**config.mk**
```make
export PLATFORM = sky130hd
export DESIGN_NAME = mux8_rr_arbiter
export DESIGN_NICKNAME = d
export VERILOG_FILES = /design/src/rtl/mux8_rr_arbiter.sv
export SDC_FILE = /design/constraint.sdc
export NUM_CORES = 1
export LEC_CHECK = 0
export ABC_AREA = 0
export ABC_CLOCK_PERIOD_IN_PS = 5500
export CORE_ASPECT_RATIO = 0.9
export CORE_MARGIN = 3
export CORE_UTILIZATION = 45
export CTS_CLUSTER_DIAMETER = 80
export DETAILED_ROUTE_END_ITERATION = 12
export PLACE_DENSITY = 0.66
export REMOVE_ABC_BUFFERS = 1
export SYNTH_ARGS = -nofsm -noshare
export SYNTH_HDL_FRONTEND = slang
export SYNTH_SLANG_ARGS = --single-unit
export TNS_END_PERCENT = 20
```
**constraint.sdc**
```tcl
create_clock -name clk -period 5.5 [get_ports clk]
set_input_delay 1.1 -clock clk [delete_from_list [all_inputs] [get_ports clk]]
set_output_delay 1.1 -clock clk [all_outputs]
set_load 0.02 [all_outputs]
```
**src/rtl/mux8_rr_arbiter.sv**
```systemverilog
// mux8_rr_arbiter
//
// Round-robin arbiter sharing one 8:1 mux among eight requesters. Requester i
// owns mux data input i (0 -> A ... 7 -> H). One requester owns the mux at a
// time. The selects follow the owner index. A grant lasts at most HOLD_MAX
// cycles, so no requester can starve the others.
//
// Parameters:
//   HOLD_MAX  maximum consecutive cycles of one grant (legal 1..255)
//
// Ports:
//   clk       rising-edge clock
//   rst       synchronous active-high reset
//   req[7:0]  request vector, bit i = requester i wants the mux
//   gnt[7:0]  registered one-hot grant, all zero when no grant is active
//   S2,S1,S0  registered mux selects = owner index (held after release)
//   busy      registered, high while a grant is active
module mux8_rr_arbiter #(
  parameter int unsigned HOLD_MAX = 8
) (
  input  logic       clk,
  input  logic       rst,
  input  logic [7:0] req,
  output logic [7:0] gnt,
  output logic       S2,
  output logic       S1,
  output logic       S0,
  output logic       busy
);

  typedef enum logic {
    IDLE  = 1'b0,
    GRANT = 1'b1
  } state_t;

  localparam logic [7:0] HOLD_LAST = 8'(HOLD_MAX - 1);

  state_t     state_q, state_d;
  logic [7:0] gnt_q, gnt_d;
  logic [2:0] sel_q, sel_d;
  logic       busy_q, busy_d;
  logic [2:0] ptr_q, ptr_d;
  logic [7:0] cnt_q, cnt_d;

  logic       found;
  logic [2:0] win;
  logic [2:0] cand;

  // Round-robin scan: ptr+1 first, ptr itself last, so the previous owner has
  // the lowest priority but is still re-granted when it is the only requester.
  always_comb begin
    // NOTE: every variable gets a default before any branch; a path that left
    // one unassigned would infer a latch.
    found = 1'b0;
    win   = ptr_q;
    cand  = ptr_q;
    for (int i = 1; i <= 8; i++) begin
      cand = ptr_q + 3'(i);
      if (!found && req[cand]) begin
        win   = cand;
        found = 1'b1;
      end
    end
  end

  always_comb begin
    state_d = state_q;
    gnt_d   = gnt_q;
    sel_d   = sel_q;
    busy_d  = busy_q;
    ptr_d   = ptr_q;
    cnt_d   = cnt_q;
    case (state_q)
      IDLE: begin
        // Selects change only together with a new grant, never while idle,
        // which keeps the mux output glitch-free for the incoming owner.
        if (found) begin
          gnt_d   = 8'(1) << win;
          sel_d   = win;
          busy_d  = 1'b1;
          cnt_d   = 8'd0;
          state_d = GRANT;
        end
      end
      GRANT: begin
        if (!req[sel_q] || cnt_q == HOLD_LAST) begin
          gnt_d   = 8'h00;
          busy_d  = 1'b0;
          ptr_d   = sel_q;
          state_d = IDLE;
        end else begin
          cnt_d = cnt_q + 8'd1;
        end
      end
      default: state_d = IDLE;
    endcase
  end

  always_ff @(posedge clk) begin
    // NOTE: state registers use non-blocking assignments so every register
    // samples the pre-edge value of every other, independent of block order.
    if (rst) begin
      state_q <= IDLE;
      gnt_q   <= 8'h00;
      sel_q   <= 3'd0;
      busy_q  <= 1'b0;
      ptr_q   <= 3'd7;
      cnt_q   <= 8'd0;
    end else begin
      state_q <= state_d;
      gnt_q   <= gnt_d;
      sel_q   <= sel_d;
      busy_q  <= busy_d;
      ptr_q   <= ptr_d;
      cnt_q   <= cnt_d;
    end
  end

  assign gnt          = gnt_q;
  assign {S2, S1, S0} = sel_q;
  assign busy         = busy_q;

endmodule

```
==> results of run 1 <==
[state kept, by name, summed over array words and instances (netlist names)]
| signal | count |
|---|---|
| busy | 1 |
| state_q | 1 |
| ptr_q | 3 |
| gnt | 8 |
| cnt_q | 8 |
| sel_q | 3 |
[final timing paths]
kind / from / to / slack, ps
setup / recovery: req[1] / gnt[5]$_SDFFE_PP0P_ / 1370
hold / removal: gnt[1]$_SDFFE_PP0P_ / gnt[1]$_SDFFE_PP0P_ / 450
setup reg to reg: ptr_q[1]$_SDFFE_PP1P_ / gnt[5]$_SDFFE_PP0P_ / 1510
hold reg to reg: gnt[1]$_SDFFE_PP0P_ / gnt[1]$_SDFFE_PP0P_ / 450
[worst max-delay path, delay by kind of cell]
kind	cells	cell delay (ps)
AOI/OAI and AO/OA	4	1350
and+or+nand+nor	4	1340
buffers and inverters	1	530
[final cells by class]
class	instances	area [µm²]	area share (%)
Clock buffer	3	41.3	1.81
Clock inverter	1	30.0	1.31
Inverter	9	33.8	1.48
Multi-Input combinational cell	164	1400	61.2
Sequential cell	24	480	21.0
Tap cell	60	75.1	3.28
Timing Repair Buffer	23	225	9.85
[layer usage]
layer | wire [µm] | GRT usage (%)
met3 | 179 | 3.48
met1 | 2330 | 30.1
met2 | 1820 | 25.2
met4 | 8 | 0.655
met5 | 0 | 0
[placed cells by master, fill, tap and decap left out, types with 4 or more instances in the layout]
master           synthesis  layout
dfxtp_1                 24      24
nand2_1                 23      23
clkdlybuf4s50_1          0      21
nor2_1                  19      19
mux4_2                  11      11
inv_1                    9       9
xor2_1                   8       8
mux2i_1                  7       7
a21oi_1                  7       7
o21ai_0                  6       6
and2_1                   5       5
a211oi_1                 5       5
nor3_1                   5       5
xnor2_1                  4       4
mux2_2                   4       4
o31ai_1                  4       4
o2111ai_1                4       4
[cells by family (layout without fill, tap and decap cells)]
group	count (synthesis)	count (layout)	synth area share, %
AOI/OAI and AO/OA	55	55	23.6
xor gates and xnor gates	13	13	6.14
adders and majority gates	3	3	1.90
buffers and inverters	20	36	4.93
DFF	24	24	24.3
muxes	25	25	21.7
and+or+nand+nor	68	68	17.5
[per-stage QoR]
stage               area, µm²  std cells  total power [µW]
detailed placement       2210        280              1090
floorplan                1910        197               882
global route             2290        284              1350
global placement         2210        280              1090
CTS                      2290        284              1250
finish                   2290        284              1250
[power by group]
group          total (µW)  internal [µW]  leakage (µW)  switching (µW)
Sequential            259            215      0.000196            43.9
Clock                 153           97.2     0.0000357            55.5
Combinational         837            363      0.000575             474
Total                1250            675      0.000807             573
==> flow_summary.json, run 1 <==
{
  "rows": 22,
  "hp-class": "reg2reg",
  "crit_chain": "clkdlybuf4s50_1 -> nor2b_1 -> a211oi_1 -> a221oi_4 -> nor4_4 -> a31oi_1 -> nor3b_2 -> nand2_1 -> o31ai_1",
  "critPathKind": "in2reg",
  "async_flop_share_pct": 0,
  "synth_top_area_share_pct": 24.3,
  "max_stage_delay_ps": 650,
  "vias": 1647,
  "syn_area_um2": 1980,
  "ys.flop_type": "dfxtp_1",
  "via_per_inst": 5.80,
  "grt_pass1_vias": 1510,
  "maxSlewViolCount": 0,
  "outcome": "finished, final reports clean",
  "wl_per_cell_um": 15.3,
  "ctsResizeCount": 0,
  "fin_crit_ps": 4130,
  "setup_ws_ps": 1370,
  "grt_pass1_wl_um": 7360,
  "critPathRequiredTime_ps": 5690,
  "core_um2": 4160,
  "crit_path_max_fanout": 11,
  "ys_types": 50,
  "grt_usage_pct": 18.2,
  "tightest_slew_ps": 939,
  "grt_max_degree": 21,
  "rsz0062_at_grt": "false",
  "synth-edff-count": 0,
  "clk_pin_slew_ps": 90,
  "place_hpwl_um": 3200,
  "pre_cts_ws_ps": 1100,
  "ff2ff_path_depth": 11,
  "synth_top_area_cell": "dfxtp_1",
  "ant_nets": 0,
  "wirelength_um": 4340,
  "p_leak_uw": 0.000807,
  "hold-path-cell-count": 2,
  "numPortBuffers": 21,
  "cap_violations": 0,
  "ys_seq_area_share_pct": 24.3,
  "slew_headroom_pct": 37.1,
  "end_kind": "flip-flop",
  "htreeDepth": 1,
  "netlist_instances": 208,
  "drc": 0,
  "die_y_um": 68.9,
  "p_per_area_nw_per_um2": 546,
  "slowest_stage": "a211oi_1",
  "start_util_pct": 47.6,
  "gr-total-overflow": 0,
  "root_buffer": "clkbuf_8",
  "synthToLayoutAreaGrowth_pct": 15.6,
  "synth_commonest_cells": "dfxtp_1 (24), nand2_1 (23), nor2_1 (19), mux4_2 (11), inv_1 (9)",
  "setup_viol": 0,
  "drive_gt1_share_pct": 14.7,
  "clock_sinks": 24,
  "fin_skew_ps": 7.13,
  "clk_path_buf_depth": 2,
  "layout.nets": 238,
  "cts_hold_buf": 0,
  "cts_buffers": 3,
  "io_pins": 22,
  "worstSetupStartpointType": "input pin",
  "avgSynthCellArea_um2": 9.51,
  "timing.fmax_ghz": 0.242,
  "antenna_found_initial": 0,
  "final_util_pct": 55.0,
  "min_period_over_period_pct": 75.2,
  "cts_tree": "done",
  "vdd_drop_max_mv": 0.220,
  "setup-tns-final_ps": 0,
  "dieWidth_um": 75.9,
  "fillers": 371,
  "worstPathArrival_ps": 4320,
  "yosys_register_bits": 24,
  "drt_pre_antenna_iters": 4,
  "ys_warn_count": 0,
  "hold_viol": 0,
  "die-area_um2": 5230,
  "gp_congestion": 0.860,
  "ys_top_cells_by_area": "dfxtp_1 (24%), mux4_2 (13%), nand2_1 (4.4%)",
  "clock_latency_ps": 270,
  "hold-worst-slack_ps": 454,
  "antenna_cells": 0,
  "yosysMostFrequentCell": "dfxtp_1",
  "drtIter0Drc": 109,
  "cts_setup_buffers": 0
}
(Power assumes the default switching activity.)
==> run 2, diff against run 1 <==
--- a/config.mk
+++ b/config.mk
@@ -6,13 +6,13 @@
 export NUM_CORES = 1
 export LEC_CHECK = 0
 export ABC_AREA = 0
-export ABC_CLOCK_PERIOD_IN_PS = 5500
+export ABC_CLOCK_PERIOD_IN_PS = 3700
 export CORE_ASPECT_RATIO = 0.9
 export CORE_MARGIN = 3
 export CORE_UTILIZATION = 45
 export CTS_CLUSTER_DIAMETER = 80
 export DETAILED_ROUTE_END_ITERATION = 12
-export PLACE_DENSITY = 0.66
+export PLACE_DENSITY = 0.69
 export REMOVE_ABC_BUFFERS = 1
 export SYNTH_ARGS = -nofsm -noshare
 export SYNTH_HDL_FRONTEND = slang
==> constraint.sdc (replaced) <==
create_clock -name clk -period 3.7 [get_ports clk]
set_input_delay 0.74 -clock clk [delete_from_list [all_inputs] [get_ports clk]]
set_output_delay 0.74 -clock clk [all_outputs]
set_load 0.02 [all_outputs]
==> flow_summary.json, run 2 (synthesis gave the netlist of run 1 again) <==
{
  "outcome": "finished, final reports clean",
  "wirelength_um": 4400,
  "clock_latency_ps": 260,
  "worstSetupStartpointType": "input pin",
  "rows": 22,
  "dieWidth_um": 75.9,
  "grt_pass1_wl_um": 7410,
  "start_util_pct": 47.6,
  "final_area_um2": 2310,
  "drtIter0Drc": 90,
  "p_leak_uw": 0.000822,
  "maxSlewViolCount": 0,
  "grt_pass1_vias": 1541,
  "antenna_found_initial": 0,
  "final_common_cell": "dfxtp_1",
  "grt_max_degree": 20,
  "cap_violations": 0,
  "min_period_over_period_pct": 92.2,
  "worstPathArrival_ps": 3570,
  "setup_viol": 0,
  "critPathKind": "in2reg",
  "gr-total-overflow": 0,
  "core_um2": 4160,
  "clock_sinks": 24,
  "hold_viol": 0,
  "tightest_slew_ps": 502,
  "place_hpwl_um": 3280,
  "gp_congestion": 0.830,
  "critPathRequiredTime_ps": 3860,
  "vdd_drop_max_mv": 0.362,
  "cts_tree": "done",
  "fillers": 390,
  "p_per_area_nw_per_um2": 789,
  "rsz0062_at_grt": "false",
  "fin_skew_ps": 2.81,
  "drt_pre_antenna_iters": 4,
  "max_stage_delay_ps": 580,
  "final_util_pct": 55.7,
  "slew_headroom_pct": 65.7,
  "htreeDepth": 1,
  "die-area_um2": 5230,
  "numPortBuffers": 21,
  "cts_buffers": 3,
  "placedCellCount": 285,
  "hp-class": "reg2reg",
  "antenna_cells": 0,
  "clk_path_buf_depth": 2,
  "path_buf_inv": 1,
  "io_pins": 22,
  "hold-worst-slack_ps": 457,
  "drc": 0,
  "multi_input_area_um2": 1410,
  "via_per_inst": 5.83,
  "seq_area_um2": 480,
  "slowest_stage": "mux4_2",
  "crit_path_max_fanout": 9,
  "crit_chain": "clkdlybuf4s50_1 -> mux4_2 -> mux2i_2 -> nand2_1 -> nor4_4 -> nand2_1 -> o2111ai_2 -> o211ai_2 -> a32o_2",
  "die_y_um": 68.9,
  "cts_hold_buf": 0,
  "final_cell_mix": "dfxtp_1 (24), nand2_1 (23), clkdlybuf4s50_1 (21), nor2_1 (19), mux4_2 (11)",
  "vias": 1685,
  "synthToLayoutAreaGrowth_pct": 17.0,
  "clk_pin_slew_ps": 80,
  "cp_top_family": "multiplexers",
  "end_kind": "flip-flop",
  "finalNonFillerCells": 289,
  "place_area_um2": 2250,
  "layout.nets": 243,
  "root_buffer": "clkbuf_8",
  "wl_per_cell_um": 15.2,
  "grt_usage_pct": 18.3,
  "drive_gt1_share_pct": 17.5,
  "timing.fmax_ghz": 0.293,
  "ant_nets": 0,
  "crit_top_cell": "nand2_1",
  "fin_crit_ps": 3410
}
[run 2: area by class of cell]
type / count / share of cell area, %
Inverter: 9 / 1.46
Timing Repair Buffer: 28 / 11.4
Tap cell: 60 / 3.24
Clock buffer: 4 / 2.38
Multi-Input combinational cell: 164 / 60.8
Sequential cell: 24 / 20.8
[run 2: metal layers]
metal / share of wire, % / track usage (%)
met5: 0 / 0
met4: 0.39 / 2.18
met3: 3.5 / 3.48
met2: 44 / 26.9
met1: 52 / 28.2
[run 2: worst register-to-register path: cells and delay by family (launching register included)]
family	cells	cell delay, ps
adder cells (fa/ha/maj)	1	540
multiplexers	2	920
flip-flops	1	360
buffers and inverters	1	90
AND/OR/NAND/NOR	3	650
AO/OA/AOI/OAI	3	730
[run 2: where the power goes]
| group | switching (µW) | internal, µW | total [µW] |
|---|---|---|---|
| combinational | 707 | 565 | 1270 |
| clock | 79.5 | 94.9 | 174 |
| sequential | 61.1 | 319 | 380 |
[run 2: path summary, 6_finish.rpt]
path	start	end	slack [ps]	cells after the start
setup / recovery	req[3]	gnt[7]$_SDFFE_PP0P_	290	9
hold / removal	gnt[1]$_SDFFE_PP0P_	gnt[1]$_SDFFE_PP0P_	460	2
setup reg to reg	ptr_q[0]$_SDFFE_PP1P_	gnt[7]$_SDFFE_PP0P_	310	10
hold reg to reg	gnt[1]$_SDFFE_PP0P_	gnt[1]$_SDFFE_PP0P_	460	2
[run 2: per-stage QoR]
stage,setup TNS [ps],total power (µW),setup slack [ps]
floorplan,-1900,1310,-159
global placement,-147,1640,-41.1
detailed placement,-894,1650,-120
CTS,0,1820,116
global route,0,1980,68.7
finish,0,1830,289
[run 2: what timing repair did]
| item | in CTS | in global routing |
|---|---|---|
| buffers inserted | 0 | 0 |
| setup endpoints to repair | 0 | 17 |
| gates resized for setup | 0 | 3 |
==> run 3, diff against run 2 <==
--- a/config.mk
+++ b/config.mk
@@ -5,7 +5,7 @@
 export SDC_FILE = /design/constraint.sdc
 export NUM_CORES = 1
 export LEC_CHECK = 0
-export ABC_AREA = 0
+export ABC_AREA = 1
 export ABC_CLOCK_PERIOD_IN_PS = 3700
 export CORE_ASPECT_RATIO = 0.9
 export CORE_MARGIN = 3
==> flow_summary.json, run 3 <==
{
  "ff2ff_path_depth": 15,
  "cts_hold_buf": 0,
  "ys_seq_area_share_pct": 25.5,
  "ant_nets": 0,
  "rows": 21,
  "netlist_instances": 304,
  "synthToLayoutAreaGrowth_pct": 17.1,
  "fillers": 381,
  "io_pins": 22,
  "end_kind": "flip-flop",
  "clk_path_buf_depth": 2,
  "htreeDepth": 1,
  "r2r_start": "ptr_q[0]$_SDFFE_PP1P_",
  "cap_violations": 0,
  "antenna_found_initial": 0,
  "outcome": "finished, final reports clean",
  "slew_headroom_pct": 73.5,
  "cts_buffers": 3,
  "critPathKind": "reg2reg",
  "gr-total-overflow": 0,
  "placedCellCount": 368,
  "async_flop_share_pct": 0,
  "timing.fmax_ghz": 0.362,
  "hp-class": "reg2reg",
  "rsz0062_at_grt": "false",
  "drt_pre_antenna_iters": 4,
  "pre_cts_ws_ps": 803,
  "fin_skew_ps": 4.45,
  "synth_top_area_share_pct": 25.5,
  "root_buffer": "clkbuf_8",
  "yosys_register_bits": 24,
  "maxSlewViolCount": 0,
  "ys_top_cells_by_area": "dfxtp_1 (25%), nand2_1 (20%), nand3_1 (8.2%)",
  "worstSetupStartpointType": "flip-flop",
  "crit_path_max_fanout": 11,
  "ys.flop_type": "dfxtp_1",
  "fin_crit_ps": 2770,
  "ys_warn_count": 0,
  "hold_viol": 0,
  "place_hpwl_um": 3670,
  "cts_setup_buffers": 0,
  "ctsResizeCount": 0,
  "drive_gt1_share_pct": 15.0,
  "grt_max_degree": 17,
  "r2r_end": "gnt[1]$_SDFFE_PP0P_",
  "synth_top_area_cell": "dfxtp_1",
  "core_um2": 3860,
  "worstPathArrival_ps": 2980,
  "setup-tns-final_ps": 0,
  "yosysMostFrequentCell": "nand2_1",
  "cts_tree": "done",
  "gp_congestion": 0.881,
  "crit_start": "ptr_q[0]$_SDFFE_PP1P_",
  "dieWidth_um": 74.3,
  "ys_types": 36,
  "reg2reg_slack_ps": 930,
  "min_period_over_period_pct": 74.7,
  "grt_pass1_vias": 1724,
  "grt_pass1_wl_um": 7810,
  "tightest_slew_ps": 393,
  "die_y_um": 67.4,
  "drc": 0,
  "hp-start": "gnt[3]$_SDFFE_PP0P_",
  "p_per_area_nw_per_um2": 921,
  "via_per_inst": 5.26,
  "synth-edff-count": 0,
  "vias": 1956,
  "grt_usage_pct": 20.0,
  "clock_sinks": 24,
  "wl_per_cell_um": 12.5,
  "clock_latency_ps": 270,
  "drtIter0Drc": 119,
  "clk_pin_slew_ps": 90,
  "finalNonFillerCells": 372,
  "antenna_cells": 0,
  "layout.nets": 340,
  "avgSynthCellArea_um2": 6.21,
  "setup_viol": 0,
  "wirelength_um": 4640,
  "synth_commonest_cells": "nand2_1 (101), nand3_1 (31), inv_1 (30), dfxtp_1 (24), nor2_1 (23)",
  "syn_area_um2": 1890,
  "numPortBuffers": 21,
  "start_util_pct": 48.9,
  "setup_ws_ps": 935,
  "endpoint": "gnt[1]$_SDFFE_PP0P_",
  "p_leak_uw": 0.00102,
  "critPathRequiredTime_ps": 3910,
  "die-area_um2": 5010,
  "final_cell_mix": "nand2_1 (101), nand3_1 (31), inv_1 (30), dfxtp_1 (24), nor2_1 (23)",
  "vdd_drop_max_mv": 0.396,
  "hold-worst-slack_ps": 474,
  "final_common_cell": "nand2_1"
}
==> run 3: worst max-delay path: stages (launching register included) <==
cell and delay (ps):
dfxtp_1 350, inv_2 120, ha_1 460, inv_1 250
nand3_1 160, nand3_2 130, nand2_2 110, nor2_4 180
nand4_2 110, nor2_1 150, inv_1 50, nand2_1 80
nand2_2 70, a21oi_2 260, nand2_1 110, a21oi_2 120
==> run 3: cell families (layout without fill, tap and decap cells) <==
kind of cell,after synthesis,in the layout,share of synthesized area (%)
xor+xnor,4,4,1.86
buf+inv,43,65,9.42
compound gates,39,39,12.7
flops,24,24,25.5
fa+ha+maj,3,3,1.99
simple gates,191,191,48.6
==> run 3: how the worst min path moves through the flow <==
stage | endpoint | slack, ps | cells after the start
detailed placement | gnt[6]$_SDFFE_PP0P_ | 460 | 2
global placement | gnt[3]$_SDFFE_PP0P_ | 460 | 2
floorplan | cnt_q[1]$_SDFFE_PP0P_ | 450 | 2
global route | gnt[6]$_SDFFE_PP0P_ | 490 | 2
CTS | gnt[3]$_SDFFE_PP0P_ | 470 | 2
finish | gnt[3]$_SDFFE_PP0P_ | 470 | 2
==> run 3: per-layer routing <==
metal	GRT usage (%)	up-vias	wire length [µm]
met5	0	-	0
met4	2.00	0	7
met3	3.57	2	174
met2	30.4	42	2010
met1	30.3	885	2440
li1	-	1027	-
==> run 3: cell type report <==
cell class                      instances  area (µm²)  area share (%)
Multi-Input combinational cell        237        1230            55.6
Sequential cell                        24         480            21.7
Timing Repair Buffer                   24         233            10.5
Inverter                               37         139            6.29
Tap cell                               46        57.6            2.60
Clock buffer                            3        41.3            1.87
Clock inverter                          1        30.0            1.36
==> run 3: report_power, final <==
| part | internal [µW] | leakage, µW | switching [µW] |
|---|---|---|---|
| registers | 317 | 0.000196 | 46.3 |
| logic | 469 | 0.000789 | 972 |
| clock network | 145 | 0.0000357 | 87.1 |
==> run 3: stage by stage <==
| step | util [%] | total power, µW | area [µm²] |
|---|---|---|---|
| global placement | 55.4 | 1790 | 2140 |
| CTS | 57.2 | 2030 | 2210 |
| floorplan | - | 1430 | 1850 |
| detailed placement | 55.4 | 1800 | 2140 |
| finish | 57.2 | 2040 | 2210 |
| global route | 57.2 | 2240 | 2210 |
